$ cat src/rtl/jtag_tap_sequencer.sv
// JTAG TAP master: turns one IR/DR scan request into the TMS/TDI bit sequence
// on tck, returns captured TDO bits, and owns Test-Logic-Reset entry.
module jtag_tap_sequencer #(
    parameter int unsigned MAX_LEN      = 32,
    parameter int unsigned LEN_W        = $clog2(MAX_LEN + 1),
    parameter int unsigned RESET_CYCLES = 5
) (
    input  logic               tck,
    input  logic               trst,
    input  logic               soft_rst,
    input  logic               cmd_valid,
    output logic               cmd_ready,
    input  logic               cmd_ir,
    input  logic               cmd_rnw,
    input  logic [LEN_W-1:0]   cmd_len,
    input  logic [MAX_LEN-1:0] cmd_data,
    output logic               rsp_valid,
    input  logic               rsp_ready,
    output logic [MAX_LEN-1:0] rsp_data,
    output logic               rsp_err,
    output logic               tms,
    output logic               tdi,
    output logic               read_not_write,
    input  logic               tdo,
    output logic               busy
);
    localparam int unsigned IDX_W = (MAX_LEN > 1) ? $clog2(MAX_LEN) : 1;
    localparam int unsigned RST_W = (RESET_CYCLES > 1) ? $clog2(RESET_CYCLES) : 1;

    typedef enum logic [3:0] {
        TLR_SEQ, GO_IDLE, IDLE, SEL_DR, SEL_IR, CAPTURE, SHIFT, EXIT1, UPDATE, RESP
    } state_t;

    state_t             state;
    logic [LEN_W-1:0]   count;
    logic [RST_W-1:0]   rst_cnt;
    logic               shift_on;
    logic               soft_pend;
    logic [LEN_W-1:0]   len_q;
    logic               ir_q;
    logic [MAX_LEN-1:0] data_q;
    logic               soft_pend_c;

    // soft_rst is sticky until the sequencer is back in IDLE with no scan in flight
    assign soft_pend_c = soft_pend | soft_rst;

    always_ff @(posedge tck or posedge trst) begin
        if (trst) begin
            state          <= TLR_SEQ;
            count          <= '0;
            rst_cnt        <= '0;
            shift_on       <= 1'b0;
            soft_pend      <= 1'b0;
            len_q          <= '0;
            ir_q           <= 1'b0;
            data_q         <= '0;
            tms            <= 1'b1;
            tdi            <= 1'b0;
            read_not_write <= 1'b0;
            cmd_ready      <= 1'b0;
            rsp_valid      <= 1'b0;
            rsp_err        <= 1'b0;
            rsp_data       <= '0;
            busy           <= 1'b1;
        end else begin
            soft_pend <= soft_pend_c;
            case (state)
                TLR_SEQ: begin
                    if (rst_cnt == RST_W'(RESET_CYCLES - 1)) begin
                        state   <= GO_IDLE;
                        tms     <= 1'b0;
                        rst_cnt <= '0;
                    end else begin
                        rst_cnt <= rst_cnt + RST_W'(1);
                    end
                end
                GO_IDLE: begin
                    state     <= IDLE;
                    busy      <= 1'b0;
                    cmd_ready <= !soft_pend_c;
                end
                IDLE: begin
                    cmd_ready <= !soft_pend_c;
                    if (soft_pend) begin
                        state     <= TLR_SEQ;
                        tms       <= 1'b1;
                        busy      <= 1'b1;
                        cmd_ready <= 1'b0;
                        soft_pend <= 1'b0;
                        rst_cnt   <= '0;
                    end else if (cmd_valid && cmd_ready) begin
                        cmd_ready      <= 1'b0;
                        busy           <= 1'b1;
                        read_not_write <= cmd_rnw;
                        len_q          <= cmd_len;
                        ir_q           <= cmd_ir;
                        data_q         <= cmd_data;
                        rsp_data       <= '0;
                        if (cmd_len == '0 || cmd_len > LEN_W'(MAX_LEN)) begin
                            state     <= RESP;
                            rsp_valid <= 1'b1;
                            rsp_err   <= 1'b1;
                        end else begin
                            state   <= SEL_DR;
                            tms     <= 1'b1;
                            rsp_err <= 1'b0;
                        end
                    end
                end
                SEL_DR: begin
                    state <= ir_q ? SEL_IR : CAPTURE;
                    tms   <= ir_q;
                end
                SEL_IR: begin
                    state <= CAPTURE;
                    tms   <= 1'b0;
                end
                CAPTURE: begin
                    state    <= SHIFT;
                    tms      <= 1'b0;
                    count    <= '0;
                    shift_on <= 1'b0;
                end
                // first SHIFT cycle moves the TAP into Shift; data cycles follow
                SHIFT: begin
                    if (!shift_on) begin
                        shift_on <= 1'b1;
                        tdi      <= data_q[0];
                        tms      <= (len_q == LEN_W'(1));
                    end else begin
                        rsp_data[IDX_W'(count)] <= tdo;
                        if (count == len_q - LEN_W'(1)) begin
                            state    <= EXIT1;
                            tms      <= 1'b1;
                            tdi      <= 1'b0;
                            shift_on <= 1'b0;
                        end else begin
                            count <= count + LEN_W'(1);
                            tdi   <= data_q[IDX_W'(count + LEN_W'(1))];
                            tms   <= (count + LEN_W'(2) == len_q);
                        end
                    end
                end
                EXIT1: begin
                    state <= UPDATE;
                    tms   <= 1'b0;
                end
                UPDATE: begin
                    state     <= RESP;
                    rsp_valid <= 1'b1;
                end
                RESP: begin
                    if (rsp_ready) begin
                        state          <= IDLE;
                        rsp_valid      <= 1'b0;
                        read_not_write <= 1'b0;
                        busy           <= 1'b0;
                        cmd_ready      <= !soft_pend_c;
                    end
                end
                default: begin
                    state   <= TLR_SEQ;
                    tms     <= 1'b1;
                    busy    <= 1'b1;
                    rst_cnt <= '0;
                end
            endcase
        end
    end
endmodule
$ cat config.mk
export PLATFORM = sky130hd
export DESIGN_NAME = jtag_tap_sequencer
export DESIGN_NICKNAME = d
export VERILOG_FILES = /design/src/rtl/jtag_tap_sequencer.sv
export SDC_FILE = /design/constraint.sdc
export NUM_CORES = 1
export LEC_CHECK = 0
export BUFFER_PORTS_ARGS = -buffer_cell sky130_fd_sc_hd__buf_2
export CORE_MARGIN = 5
export CORE_UTILIZATION = 38
export CTS_CLUSTER_DIAMETER = 150
export DETAILED_ROUTE_END_ITERATION = 16
export PLACE_DENSITY = 0.6
export SYNTH_ARGS = -nofsm -noshare
export SYNTH_HDL_FRONTEND = slang
export SYNTH_SLANG_ARGS = --single-unit
$ cat constraint.sdc
create_clock -name tck -period 3.4 [get_ports tck]
set_clock_uncertainty 0.2 [all_clocks]
set_input_delay 0.68 -clock tck [delete_from_list [all_inputs] [get_ports tck]]
set_output_delay 0.68 -clock tck [all_outputs]
set_load 0.02 [all_outputs]
### Yosys cells after proc, flatten, opt, wreduce, memory -nomap -nowiden

Index checks and enable logic that the tools add are counted.

* flip-flop bits (word level): 93
* output and inout bits: 39
* logic and storage cells: 132

* equality and inequality tests: 24
* add/subtract/negate cells: 4
* reductions and logical operators: 25
* bitwise operators: 5
* muxes and demuxes: 54
* order comparisons: 4

Operator list (number)
* $mux 32: 3
* $pmux 32 s2: 1
* $pmux 4 s10: 1
* $bwmux 32: 1
* $mux 4: 7
* $mux 1: 27
* $ne 2x2->1 const B: 9
* $eq 4x3->1 const B: 4
* $eq 6x6->1: 2
* $lt 5x6->1 const B: 2
* $mux 6: 2
* $pmux 6 s2: 1
* $reduce_and 4->1: 3
* $reduce_and 5->1: 2
* $pmux 3 s3: 1
* $reduce_and 3->1: 3
* $eq 4x2->1 const B: 2
* $eq 4x4->1 const B: 2
* $reduce_or 8->1: 1
* $reduce_or 7->1: 1
* $add 6x1->6 const B: 1
* $add 6x2->6 const B: 1
* $eq 6x1->1 const B: 1
* $gt 6x6->1 const B: 1
* other kinds (24): 37

### Depth between registers and ports, before layout

Gate-level depths: netlist of run 1.

* word-level depth: 7
* gate-level depth with buffers: 9
* depth with buffers taken out: 8

### Worst setup path before layout of run 1

OpenSTA, ideal clock, no wires.

* kind: reg2reg
* start point: register count[0]
* end point: register tdi
* clock period less this slack: 2.614 ns
* cell stages (with the launch flop): 9
* arrival time: 2.277 ns
* path buffers: 2
* slack: 0.786 ns
* cell sequence: dfrtp_1 -> buf_2 -> inv_1 -> ha_1 -> buf_2 -> mux4_2 -> mux2_2 -> a221oi_1 -> a221oi_1

* cells in the longest elaborated chain, start to end: 5
* elaborated cells between the ends (all ways): 6
* those cells by class: add/sub (1); eq/ne (1); mux (4)

RTL lines
* start: declaration: RTL line 35 `logic [LEN_W-1:0] count;`
* start signal: assignment: RTL line 138 `count <= count + LEN_W'(1);`
* $add 6x1->6: RTL line 139 `tdi <= data_q[IDX_W'(count + LEN_W'(1))];`
* $bmux 1 s5: RTL line 139
* $mux 1 (not written as such): RTL line 139
* $mux 1 (*): RTL line 132 `if (count == len_q - LEN_W'(1)) begin`
* $mux 1 (*): RTL line 126 `if (!shift_on) begin`
* end signal: assignment: RTL line 128 `tdi <= data_q[0];`
* end signal: assignment: RTL line 139
* end: declaration: RTL line 22 `output logic tdi,`

Every way passes the cells marked *; elsewhere a longest branch is shown, timed or not. The select of a mux whose other input is x is not followed.
A chain may end at the register's enable or synchronous reset.

### Final worst setup path of run 1

* start point: register count[1]
* end point: register tdi

Same word-level chain as after synthesis.

==> out/qor.yml, run 1 <==
timing:
  period_needed_ns: 2.75
  slew_viol_final: 0
  finalSetupTns_ns: 0
  relSlewSlack_pct: 44.2
  timing.fmax_mhz: 363
  tightest_slew_ns: 0.836
  rsz0062_at_grt: "false"
  layout_setup_ws_ns: 0.647
  fin_crit_sh_pct: 81.0
  timing.hold.ws_ns: 0.263
  hold_viol_final: 0
  setup_viol: 0
clocking:
  cts_tree: "built"
  post_cts_buffers: 0
  clkTransAtPathRegs_ns: 0.07
  cts_buffer_depth: 2
  clk_latency_ns: 0.35
  hold_buffers: 0
  cts_buffers: 9
  clockRootBuffer: "clkbuf_16"
  cts.sinks: 93
  cts.repair.resized: 0
  cts_htree_levels: 3
yosys:
  synth_cell_type_count: 62
  synth_cells: 476
  synth-main-ff-cell: "dfrtp_1"
  synth_common_cells: "91 x dfrtp_1, 71 x o21ai_0, 40 x a21oi_1, 40 x mux2_2, 33 x nor2_1"
  synth-async-reset-ratio_pct: 100
  synth_edf_count: 0
  syn_nets: 531
  synth_warnings: 0
  yosys.area.top_type: "dfrtp_1"
  avgSynthCellArea_sq_um: 10.4
  syn_area_sq_um: 4950
  ys_ff_latch: 93
  synth_top_area_share_pct: 46.0
  yosys-top-cells-area: "dfrtp_1 46%, mux2_2 9.1%, o21ai_0 7.2%, a21oi_1 4.0%, mux4_2 3.6%"
  synth_seq_area_share_pct: 47.0
  yosysMostFrequentCell: "dfrtp_1"
place:
  place_congestion: 0.820
  placed_area_sq_um: 5490
  dp_slack_ns: 0.629
  place_hpwl_um: 8530
  port_buffers: 84
  dp.cells: 706
floorplan:
  die_w_um: 124
  die-area_sq_um: 15400
  initial_core_util_pct: 38.9
  core_area_sq_um: 12700
  fp-row-count: 41
  ios: 85
  die_h_um: 124
power_and_ir_drop:
  p_leak_nw: 2.79
  combPwrFrac_pct: 31.0
  sequentialPowerShare_pct: 40.7
  irDropWorstVdd_v: 0.000318
  swShare_pct: 35.5
  p_per_area_nw_per_um2: 632
  internal_power_w: 0.00236
  p_sw_w: 0.00130
  pwr-share-clk_pct: 28.3
detailed_routing:
  drt_iter0_drc: 327
  drt-total-wl_um: 12000
  dr_total_vias: 3875
  postRouteAntennaNets: 0
  drt-wirelength-per-cell_um: 16.6
  drc: 0
  dr.pass1.iters: 4
  viasPerCell: 5.37
cells_and_area:
  nets: 600
  final_cells: 722
  final_area_sq_um: 5800
  areaGrowthSynthToFinish_pct: 17.2
  drive_above_1_share_pct: 30.7
  diodes: 0
global_route:
  grt_pass1_vias: 3983
  grt_use_total_pct: 16.4
  grt_overflow_total: 0
  grt_pass1_wl_um: 19600
  antenna_found_initial: 0
  grt_max_degree: 49
outcome:
  status: "complete, no violations"
setup_path:
  worstSetupStartpointType: "flop"
  cp-end-kind: "flop"
  worstPathArrival_ns: 2.78
  critical_path_class: "reg -> reg"
  cp_max_fo: 9
  worstPathRequired_ns: 3.43
job:
  drv_cap: 0
hold_path:
  hp-class: "in -> async"
[state kept, by name (all words and copies together), names as in the netlist]
register	count
rst_cnt	3
ir_q	1
state	4
count	6
soft_pend	1
tdi	1
shift_on	1
tms	1
data_q	32
rsp_data	32
read_not_write	1
cmd_ready	1
rsp_err	1
busy	1
len_q	6
rsp_valid	1
[routing by layer]
layer	global-route usage [%]	vias up	share of wire [%]
li1	-	1859	-
met1	22.2	1895	46
met2	25.4	104	47
met3	4.68	17	6.4
met4	5.61	0	1.5
met5	0	-	0
[worst max-delay path, cell delays in order, from the launching register on]
cell and delay [ns]:
dfrtp_1 0.51, inv_1 0.11, ha_1 0.63, mux4_2 0.57, mux2_2 0.27, a221oi_1 0.26
a221oi_1 0.08
[stage by stage]
| step | utilization, % | power, W |
|---|---|---|
| 6_report | 45.6 | 0.00367 |
| 5_1_grt | 45.6 | 0.00390 |
| 4_1_cts | 45.6 | 0.00370 |
| 3_5_place_dp | 43.2 | 0.00265 |
| 3_3_place_gp | 43.2 | 0.00261 |
| 2_1_floorplan | - | 0.00235 |
[power groups by stage]
stage | combinational, W | clock (W) | sequential (W)
after detailed placement | 0.00114 | 0 | 0.00151
after floorplan | 0.000901 | 0 | 0.00145
after global placement | 0.00111 | 0 | 0.00150
final | 0.00114 | 0.00104 | 0.00149
after CTS | 0.00114 | 0.00107 | 0.00149
after global routing | 0.00127 | 0.00111 | 0.00152
[cells in the final DEF, fill, tap and decap left out, drive strengths merged, types with 2 or more instances in the layout]
| master | n |
|---|---|
| dfrtp | 91 |
| mux2 | 40 |
| clkinvlp | 3 |
| o31ai | 2 |
| a221oi | 3 |
| a211oi | 4 |
| mux2i | 3 |
| nand2b | 9 |
| mux4 | 8 |
| and3 | 2 |
| xnor2 | 8 |
| nor4 | 2 |
| ha | 9 |
| dfstp | 2 |
| nand4 | 2 |
| o211a | 3 |
| o2bb2ai | 2 |
| o21ai | 74 |
| clkinv | 2 |
| nor2b | 2 |
| nand2 | 29 |
| inv | 11 |
| a21oi | 40 |
| xor2 | 9 |
| a2111oi | 3 |
| clkbuf | 10 |
| or3 | 2 |
| nor3 | 6 |
| a31oi | 6 |
| buf | 91 |
| and2 | 7 |
| nor3b | 3 |
| a22o | 2 |
| nand3 | 7 |
| nor2 | 33 |
| a21o | 4 |
[kinds of logic (layout without fill, tap and decap cells)]
| logic type | Yosys count | after routing | share of synthesized area [%] |
|---|---|---|---|
| AOI/OAI and AO/OA | 151 | 151 | 18.0 |
| and+or+nand+nor | 111 | 111 | 11.7 |
| DFF | 93 | 93 | 47.0 |
| muxes | 51 | 51 | 13.3 |
| buffers and inverters | 44 | 118 | 4.37 |
| xor gates and xnor gates | 17 | 17 | 3.31 |
| adders and majority gates | 9 | 9 | 2.27 |
[cell type report]
type                    instances  area (sq um)
flip-flops and latches         93          2330
fillers                      1245          6920
repair buffers                 91           498
multi-input cells             339          2410
clock inverters                 6          70.1
inverters                      11          42.5
clock buffers                  10           239
well taps                     172           215
[worst paths after layout]
kind | startpoint | to | slack (ns) | depth (start not counted)
min in group tck | tms | tms | 0.30 | 2
worst min-delay path | trst | data_q[8] | 0.26 | 2
worst max-delay path | count[1] | tdi | 0.65 | 6
max in group asynchronous | trst | tms | 1.97 | 3
worst max register to register | count[1] | tdi | 0.65 | 6
worst min register to register | tms | tms | 0.30 | 2
(Power assumes the default switching activity.)
==> run 2, diff against run 1 <==
==> constraint.sdc (replaced) <==
create_clock -name tck -period 2.2 [get_ports tck]
set_clock_uncertainty 0.2 [all_clocks]
set_input_delay 0.44 -clock tck [delete_from_list [all_inputs] [get_ports tck]]
set_output_delay 0.44 -clock tck [all_outputs]
set_load 0.02 [all_outputs]
==> out/qor.yml, run 2 (same netlist as run 1, synthesis figures left out) <==
outcome:
  status: "complete, but fails checks"
  violations: "negative setup slack"
cells_and_area:
  top_regs: "data_q (32), rsp_data (32)"
  nets: 641
  final_cells: 763
  drive_above_1_share_pct: 39.3
  final_common_cell: "dfrtp_1"
  areaGrowthSynthToFinish_pct: 26.4
  diodes: 0
  layout_common_cells: "90 x dfrtp_1, 84 x buf_2, 65 x o21ai_0"
  final_area_sq_um: 6260
timing:
  period_needed_ns: 2.25
  relSlewSlack_pct: 72.4
  fin_crit_sh_pct: 102
  hold_viol_final: 0
  rsz0062_at_grt: "true"
  setup_viol: 1
  layout_setup_ws_ns: -0.0488
  slew_viol_final: 0
  timing.fmax_mhz: 445
  tightest_slew_ns: 0.415
detailed_routing:
  drt-wirelength-per-cell_um: 16.8
  drt_iter0_drc: 197
  postRouteAntennaNets: 0
  drt-total-wl_um: 12800
  dr_total_vias: 4032
  drc: 0
  dr.pass1.iters: 4
  viasPerCell: 5.28
clocking:
  cts_tree: "built"
  cts_buffers: 9
  cts.sinks: 93
  cts_htree_levels: 3
  clkTransAtPathRegs_ns: 0.07
  clk_latency_ns: 0.35
  clockRootBuffer: "clkbuf_16"
  cts_buffer_depth: 2
setup_path:
  cpMostUsedCell: "buf_4"
  cp_max_fo: 7
  worstPathRequired_ns: 2.22
  slowest_delay_ns: 0.39
  cp_slowest_cell: "dfrtp_1"
  rr_worst_depth: 8
  cp-end-kind: "flop"
  critical_path_class: "reg -> reg"
  cp_cell_sequence: "buf_4, ha_1, nand2_2, xor2_1, buf_4, mux2_2, a22oi_1, a221oi_2"
  worstSetupStartpointType: "flop"
  worstPathArrival_ns: 2.27
power_and_ir_drop:
  p_total_w: 0.00607
  p_per_area_nw_per_um2: 970
  p_leak_nw: 3.00
  irDropWorstVdd_v: 0.000509
global_route:
  grt_max_degree: 45
  grt_use_total_pct: 17.1
  grt_pass1_wl_um: 20400
  grt_overflow_total: 0
  grt_pass1_vias: 4047
  antenna_found_initial: 0
place:
  dp.cells: 738
  dp_slack_ns: -0.0672
  port_buffers: 84
  place_congestion: 0.805
  place_hpwl_um: 9190
  placed_area_sq_um: 5760
hold_path:
  hold_depth: 2
  hp-class: "in -> reg"
floorplan:
  ios: 85
  fp-row-count: 41
  initial_core_util_pct: 38.9
  die-area_sq_um: 15400
  core_area_sq_um: 12700
  die_w_um: 124
  die_h_um: 124
job:
  drv_cap: 0
## run 2: cell types whose count changed in the layout (fill, tap and decap cells not counted), moves of 4 or more
cell	delta
inv_2	+4
inv_1	-4
nand2_1	-4
o21ai_0	-6
o21ai_1	+6
nand2_2	+4
buf_4	+39
## run 2: area by class of cell
type,count,area [sq um]
multi-input combinational,339,2550
tap,172,215
inverter,11,45.0
clock inverter,6,63.8
clock buffer,10,229
sequential,93,2330
fill,1207,6460
timing repair buffer,132,826
## run 2: worst paths after layout
check	start	to	slack, ns
worst max-delay path	count[1]	tdi	-0.05
worst min-delay path	soft_rst	cmd_ready	0.1
worst max register to register	count[1]	tdi	-0.05
worst min register to register	rsp_data[14]	rsp_data[14]	0.30
max in group asynchronous	trst	rsp_data[29]	0.78
min in group asynchronous	trst	data_q[30]	0.44
## run 2: worst max-delay path, delay by kind of cell (launching register included)
kind,cells,cell delay (ns)
AO/OA/AOI/OAI,2,0.32
XOR/XNOR,1,0.15
adder cells (fa/ha/maj),1,0.25
buffers and inverters,2,0.34
flip-flops,1,0.39
multiplexers,1,0.34
AND/OR/NAND/NOR,1,0.12
## run 2: per-stage QoR
step	TNS [ns]	utilization (%)	hold slack, ns
finish	-0.0488	49.2	0.0954
global route	-0.198	49.2	0.112
CTS	-0.0675	47.9	0.0884
detailed placement	-0.196	45.3	0.267
global placement	0	45.3	0.263
floorplan	-0.178	-	0.250
## run 2: power breakdown
part           leakage (nW)  internal, W  switching, W
Clock                 0.138     0.000879      0.000675
Combinational          1.61      0.00107       0.00125
Sequential             1.26      0.00199      0.000218
Total                  3.00      0.00393       0.00214
## run 2: repair_timing
| action | CTS | global route |
|---|---|---|
| hold buffers | 1 | 0 |
| hold endpoints to repair | 13 | 0 |
| setup buffers | 2 | 5 |
| pin swaps | 3 | 8 |
| gates resized for setup | 4 | 31 |
| cloned | 0 | 1 |
| endpoints found under the setup margin | 5 | 34 |
## run 2: per-layer routing
layer  vias to the layer above  track usage (%)  wire, um  share of wire (%)
met4                         0             6.64       241                1.9
met5                         -                0         0                  0
li1                       1939                -         -                  -
met3                        23             3.59       692                5.4
met1                      1964             23.0      5810                 45
met2                       106             27.0      6080                 47
